File: config.mk
export PLATFORM = sky130hd
export DESIGN_NAME = pipe_stage_buffer
export DESIGN_NICKNAME = d
export VERILOG_FILES = /design/src/rtl/pipe_pkg.sv /design/src/rtl/pipe_sat_counter.sv /design/src/rtl/pipe_stage_buffer.sv
export SDC_FILE = /design/constraint.sdc
export NUM_CORES = 1
export LEC_CHECK = 0
export CAP_MARGIN = 40
export CORE_ASPECT_RATIO = 0.7
export CORE_MARGIN = 5
export CORE_UTILIZATION = 45
export DETAILED_ROUTE_END_ITERATION = 16
export HOLD_SLACK_MARGIN = 0.1
export PLACE_DENSITY = 0.81
export SYNTH_ARGS = -nofsm -noshare
export SYNTH_HDL_FRONTEND = slang
export SYNTH_SLANG_ARGS = --single-unit
File: constraint.sdc
create_clock -name clk -period 8.1 [get_ports clk]
set_input_delay 1.62 -clock clk [delete_from_list [all_inputs] [get_ports clk]]
set_output_delay 1.62 -clock clk [all_outputs]
set_load 0.005 [all_outputs]
File: src/rtl/pipe_pkg.sv
// Shared types and constants for the pipeline stage buffer.
package pipe_pkg;

  typedef enum logic [1:0] {
    EMPTY = 2'd0,
    ONE   = 2'd1,
    TWO   = 2'd2
  } pipe_state_e;

  localparam int STALL_CNT_W = 16;

  // State encoding doubles as the entry count.
  function automatic logic [1:0] state_occupancy(input pipe_state_e s);
    return 2'(s);
  endfunction

endpackage

File: src/rtl/pipe_sat_counter.sv
// Saturating up-counter: increments on inc_i, sticks at all-ones, visible one cycle later.
// No backpressure; async active-high reset clears it.
module pipe_sat_counter
  import pipe_pkg::*;
#(
  parameter int W = STALL_CNT_W
) (
  input  logic         clk,
  input  logic         reset,
  input  logic         inc_i,
  output logic [W-1:0] count_o
);

  logic [W-1:0] cnt_q;
  logic [W-1:0] cnt_d;

  always_comb begin
    cnt_d = cnt_q;
    if (inc_i && (cnt_q != '1)) cnt_d = cnt_q + W'(1);
  end

  always_ff @(posedge clk or posedge reset) begin
    if (reset) cnt_q <= '0;
    else       cnt_q <= cnt_d;
  end

  assign count_o = cnt_q;

endmodule

File: src/rtl/pipe_stage_buffer.sv
// Pipeline stage register: one-cycle accept-to-valid latency, in-order, flushable.
// SKID=1 gives a two-entry skid with registered in_ready; SKID=0 a single entry with combinational in_ready.
module pipe_stage_buffer
  import pipe_pkg::*;
#(
  parameter int DATA_W = 64,
  parameter int CTRL_W = 16,
  parameter int SKID   = 1
) (
  input  logic                   clk,
  input  logic                   reset,
  input  logic                   in_valid,
  output logic                   in_ready,
  input  logic [CTRL_W-1:0]      in_ctrl,
  input  logic [DATA_W-1:0]      in_data,
  output logic                   out_valid,
  input  logic                   out_ready,
  output logic [CTRL_W-1:0]      out_ctrl,
  output logic [DATA_W-1:0]      out_data,
  input  logic                   flush,
  output logic [1:0]             occupancy,
  output logic [STALL_CNT_W-1:0] stall_count
);

  pipe_state_e       state_q;
  logic [CTRL_W-1:0] main_ctrl_q;
  logic [DATA_W-1:0] main_data_q;
  logic [CTRL_W-1:0] skid_ctrl_q;
  logic [DATA_W-1:0] skid_data_q;
  logic              rdy_q;
  logic              accept;
  logic              emit;

  assign out_valid = (state_q != EMPTY);
  assign in_ready  = (SKID != 0) ? rdy_q : (!out_valid || out_ready);
  assign accept    = in_valid && in_ready;
  assign emit      = out_valid && out_ready;

  // Empty stage presents an all-zero control word so downstream sees a bubble.
  assign out_ctrl  = out_valid ? main_ctrl_q : '0;
  assign out_data  = main_data_q;
  assign occupancy = state_occupancy(state_q);

  always_ff @(posedge clk or posedge reset) begin
    if (reset) begin
      state_q     <= EMPTY;
      main_ctrl_q <= '0;
      main_data_q <= '0;
      skid_ctrl_q <= '0;
      skid_data_q <= '0;
      rdy_q       <= 1'b1;
    end else if (flush) begin
      state_q <= EMPTY;
      rdy_q   <= 1'b1;
    end else begin
      case (state_q)
        EMPTY: begin
          if (accept) begin
            main_ctrl_q <= in_ctrl;
            main_data_q <= in_data;
            state_q     <= ONE;
          end
        end
        ONE: begin
          case ({accept, emit})
            2'b01: state_q <= EMPTY;
            2'b10: begin
              if (SKID != 0) begin
                skid_ctrl_q <= in_ctrl;
                skid_data_q <= in_data;
                state_q     <= TWO;
                rdy_q       <= 1'b0;
              end
            end
            2'b11: begin
              main_ctrl_q <= in_ctrl;
              main_data_q <= in_data;
            end
            default: ;
          endcase
        end
        TWO: begin
          if (emit) begin
            main_ctrl_q <= skid_ctrl_q;
            main_data_q <= skid_data_q;
            state_q     <= ONE;
            rdy_q       <= 1'b1;
          end
        end
        default: begin
          state_q <= EMPTY;
          rdy_q   <= 1'b1;
        end
      endcase
    end
  end

  pipe_sat_counter #(
    .W(STALL_CNT_W)
  ) u_stall_cnt (
    .clk    (clk),
    .reset  (reset),
    .inc_i  (out_valid && !out_ready),
    .count_o(stall_count)
  );

endmodule

* Word level (Yosys, flattened, before mapping)
Index checks and enable logic that the tools add are counted.
Storage, ports and cells: bits in registers 179, bits of input ports 85, word-level logic and storage cells 53
Cells by class: $add $sub $neg 1, eq/ne operators 14, multiplexer cells 18, bitwise logic cells 1, reductions and logical operators 12
Operators with widths (number):
- 64-bit two-way mux | 3
- 64-bit case mux with 3 select lines | 1
- 16-bit two-way mux | 4
- 16-bit case mux with 3 select lines | 1
- 16-bit by 1-bit adder with 16-bit output (second input constant) | 1
- 16-bit inequality test (second input constant) | 1
- 3-bit inequality test (second input constant) | 3
- 3-bit AND reduction | 3
- 2-bit equality test (second input constant) | 3
- 2-bit two-way mux | 3
- 2-bit inequality test (second input constant) | 3
- 2-bit case mux with 3 select lines | 1
- 5-bit AND reduction | 1
- 2-bit by 1-bit equality test with 1-bit output (second input constant) | 2
- 1-bit logical AND | 4
- 4-bit by 3-bit inequality test with 1-bit output (second input constant) | 1
- 2-bit case mux with 2 select lines | 1
- 1-bit two-way mux | 3
- 1-bit case mux with 3 select lines | 1
- 3-bit nonzero test | 1
- 2-bit logical NOT | 1
- 2-bit by 1-bit inequality test with 1-bit output (second input constant) | 1
- 2-bit nonzero test | 1
- 1-bit logical NOT | 1
- 1-bit inverter | 1

* Longest topological paths before layout
depth in word-level cells 6, gate-level depth with buffers 7

* Cells and area by module
From an unflattened synthesis, not the netlist that was laid out.
Unflattened totals: cell total of the unflattened synthesis 627, area total of the unflattened synthesis 7767.4 um^2
Modules (own cells, without submodules):
- pipe_stage_buffer | times used 1, cells each 556, area an instance 6961.7 um^2, seq. area each 4080.2 um^2
- pipe_sat_counter | times used 1, cells each 71, area an instance 805.8 um^2, seq. area each 400.4 um^2

* Worst setup path after synthesis
Ideal clock, no wire load.
kind register to output, start register state_q[0] (netlist: occupancy[0]), end output port out_ctrl[10], arrival 1221 ps, required time 6480 ps, path slack 5259 ps, stages on the path, launching flop included 5, cell sequence dfrtp_1 -> buf_2 -> nor2_1 -> clkbuf_1 -> nor2b_1
On the way: cells in the longest elaborated chain, start to end 2
RTL lines:
- start: declaration | RTL line pipe_stage_buffer.sv:25 | pipe_state_e state_q;
- start signal: assignment | RTL line pipe_stage_buffer.sv:46 | state_q <= EMPTY;
- start signal: assignment | RTL line pipe_stage_buffer.sv:53 | state_q <= EMPTY;
- start signal: assignment | RTL line pipe_stage_buffer.sv:61 | state_q <= ONE;
- 2-bit nonzero test | RTL line pipe_stage_buffer.sv:34 | assign out_valid = (state_q != EMPTY);
- 16-bit two-way mux | RTL line pipe_stage_buffer.sv:40 | assign out_ctrl = out_valid ? main_ctrl_q : '0;
- end: declaration | RTL line pipe_stage_buffer.sv:18 | output logic [CTRL_W-1:0] out_ctrl,
No other way between the ends.

* Worst setup path after layout
start input port out_ready, end register main_data_q[3] (netlist: out_data[3])
On the way: cells in the longest elaborated chain, start to end 4, elaborated cells between the ends (all ways) 5, those cells by class 3 x eq/ne; 2 x reduce/logical
RTL lines:
- start: declaration | RTL line pipe_stage_buffer.sv:17 | input logic out_ready,
- 1-bit logical AND (*) | RTL line pipe_stage_buffer.sv:37 | assign emit = out_valid && out_ready;
- 2-bit equality test | RTL line pipe_stage_buffer.sv:65 | case ({accept, emit})
- 2-bit by 1-bit inequality test with 1-bit output (no line)
- 5-bit AND reduction (no line) (*)
- end signal: assignment | RTL line pipe_stage_buffer.sv:60 | main_data_q <= in_data;
- end signal: assignment | RTL line pipe_stage_buffer.sv:77 | main_data_q <= in_data;
- end signal: assignment | RTL line pipe_stage_buffer.sv:85 | main_data_q <= skid_data_q;
- end: declaration | RTL line pipe_stage_buffer.sv:27 | logic [DATA_W-1:0] main_data_q;
Mark *: on every way between the ends. The rest lies on a longest branch, timed or not. A chain may end at the register's enable or synchronous reset.

==> results.ini <==
[route]
drt_iter0_markers = 363
num_vias = 5388
vias_per_cell = 5.15
drtAntennaViolNets = 0
first_pass_iters = 4
wire_per_inst_um = 16.7
wl_mm = 17.5
drc = 0

[setup_path]
critical_path_class = in -> reg
path_buf_inv = 3
crit_slowest_cell = buf_4
cp_top_family = buffers and inverters
r2r_end = out_data[3]$_DFFE_PP0P_
crit_fanout = 92
reg2reg_setup_slack_ns = 5.32
max_stage_delay_ns = 0.76
crit_chain = clkdlybuf4s50_1 -> nand4b_1 -> a31oi_4 -> buf_4 -> buf_4 -> nor2_1 -> a21oi_1
worstSetupStartpointType = input pin
rr_startpoint = occupancy[1]$_DFFE_PP0P_
ff2ff_path_depth = 6
crit_top_cell = buf_4
cp.arrival_ns = 4.27
worstSetupEndpointType = register
worstPathRequired_ns = 8.43

[global_routing]
antenna_found_initial = 0
grtUsageMet1_pct = 24.9
grt_pass1_vias = 5464
grt_pass1_wl_mm = 28.9
grt_overflow = 0
grtUsageMet2_pct = 26.6
grt_start_max_net_pins = 93
grt_use_met3_pct = 6.42
track_usage_pct = 17.7
grt_busiest_layer = met2

[synth]
yosys.area.top_type = dfrtp_1
syn_area_mm2 = 0.00775
yosysSeqAreaShare_pct = 57.8
synthDominantCellAreaShare_pct = 57.5
synth_fp_nets = 714
synth_cell_types = 43
syn_inst = 628
synth_area_leaders = dfrtp_1 (57%), mux2_1 (12%), mux2i_1 (10%), a21oi_1 (5.4%), nor2_1 (4.1%)
avgSynthCellArea_um2 = 12.3
yosysWarnings = 0
ys_ff_latch = 179

[job]
drv_cap = 0

[layout]
diodes = 0
final_cell_mix = clkdlybuf4s50_1 (184), dfrtp_1 (178), nor2_1 (84), a21oi_1 (83), mux2_1 (81)
layout_commonest_cell = clkdlybuf4s50_1
layout.nets = 888
syn_to_final_growth_pct = 34.7
fin_area_mm2 = 0.0104
drive_gt1_share_pct = 6.13
fin_util_pct = 61.4

[clock_tree]
insertion_delay_ns = 0.41
cts_buffer_depth = 2
post_cts_resize_count = 0
cts.sinks = 179
post_cts_buffers = 0
htree_levels = 4
cts_root_buffer = clkbuf_16
cts_tree = done
cts.reportedPaths.clkPinSlew_ns = 0.06
cts-hold-fix-buffers = 0
cts_buffers = 17

[sta]
hold_viol_final = 0
min_period_over_period_pct = 48.6
fin_crit_ns = 3.94
clock.fmax_ghz = 0.254
skew_ns = 0.00804
setup_viol = 0
rsz0062_at_grt = no
worst_pin_slew_ns = 0.896
final_max_slew_viol_count = 0
final.setup.tns_ns = 0
slew_headroom_pct = 40.2

[pwr]
ir_drop_v = 0.000163
netSwitchingPower_w = 0.000712
cellLeakagePower_nw = 4.92
combPwrFrac_pct = 21.3
p_sw_share_pct = 25.9
power_frac_seq_pct = 46.6
pwr_density_cell_mw_per_mm2 = 263
power_frac_clock_pct = 32.1
intPower_w = 0.00204

[placement]
port_buffers = 184
gp_congestion = 0.751
dp_hpwl_mm = 11.8
placedInstanceArea_mm2 = 0.00981

[floorplanning]
core_region_area_mm2 = 0.0170
die_area_mm2 = 0.0200
die_w_um = 167
dieHeight_um = 120
start_util_pct = 45.5
row_count = 40
ios = 185

[min_path]
holdCritPathClass = reg -> reg
holdPathEnd = skid_data_q[49]$_DFFE_PP0P_
min_path_cells = 1
hp-start = skid_data_q[49]$_DFFE_PP0P_

[status]
status = finished clean

## cell usage after synthesis (all sizes together)
library cell	n
nor2b	17
a31oi	1
o21bai	3
clkbuf	2
and3	1
mux2	82
mux2i	80
xor2	8
nand4bb	1
nand3b	2
nor3	5
nor3b	1
nand2b	1
and4	1
o21ai	1
dfrtp	178
nand4b	1
nand2	6
or4	1
xnor2	5
buf	36
dfstp	1
nand4	6
o2111ai	1
nor2	85
nor4b	1
and2	1
a21boi	1
nor4	4
nand3	7
a21o	1
a21oi	83
ha	1
inv	2
o2111a	1
## cells by family after synthesis
logic type,synth area share [%]
simple gates,9.17
fa+ha+maj,0.161
buf+inv,2.70
compound gates,6.38
xor+xnor,1.47
flops,57.8
mux,22.3
## power groups by stage
stage / logic, W / clock network, W / registers [W]
final: 0.000586 / 0.000882 / 0.00128
after global routing: 0.000644 / 0.000944 / 0.00131
after CTS: 0.000598 / 0.000904 / 0.00128
after detailed placement: 0.000593 / 0 / 0.00129
after global placement: 0.000569 / 0 / 0.00128
after floorplan: 0.000279 / 0 / 0.00127
## worst max path at each step
stage,start,cells past startpoint,endpoint
4_1_cts,out_ready,6,out_data[18]$_DFFE_PP0P_
6_report,out_ready,7,out_data[3]$_DFFE_PP0P_
5_1_grt,out_ready,7,out_data[17]$_DFFE_PP0P_
2_1_floorplan,reset,1,main_ctrl_q[0]$_DFFE_PP0P_
3_3_place_gp,out_ready,7,out_data[26]$_DFFE_PP0P_
3_5_place_dp,out_ready,6,out_data[22]$_DFFE_PP0P_
## stage by stage
stage / cells / setup WS [ns] / hold WS, ns / power, W
after floorplan: 628 / 1.62 / 0.464 / 0.00155
after global placement: 1011 / 3.87 / 0.472 / 0.00185
after detailed placement: 1014 / 3.77 / 0.480 / 0.00189
after CTS: 1046 / 4.21 / 0.495 / 0.00278
after global routing: 1046 / 3.98 / 0.501 / 0.00290
final: 1046 / 4.16 / 0.489 / 0.00275
## flip-flops by register name, summed over array words and instances (netlist names)
name                 flops
in_ready                 1
main_ctrl_q             16
occupancy                2
out_data                64
skid_ctrl_q             16
skid_data_q             64
u_stall_cnt.count_o     16
## metal layers
layer  vias up  share of wire [%]
met1      2666                 48
met2       144                 44
met4         0               0.87
li1       2564                  -
met5         -                  0
met3        14                7.0
## cell type report
| type | instances | area (um2) |
|---|---|---|
| Multi-Input combinational cell | 409 | 3080 |
| Clock buffer | 21 | 460 |
| Tap cell | 231 | 289 |
| Sequential cell | 179 | 4480 |
| Timing Repair Buffer | 193 | 1950 |
| Inverter | 2 | 12.5 |
| Clock inverter | 11 | 174 |
| Fill cell | 1369 | 6580 |
## worst reg2reg max path, cell delays in order (launching register included)
cell       delay, ns
dfrtp_1         0.52
nand4bb_1       0.31
a31oi_4         0.20
buf_4           0.55
buf_4           0.79
nor2_1          0.19
a21oi_1         0.16
(Power assumes the default switching activity.)
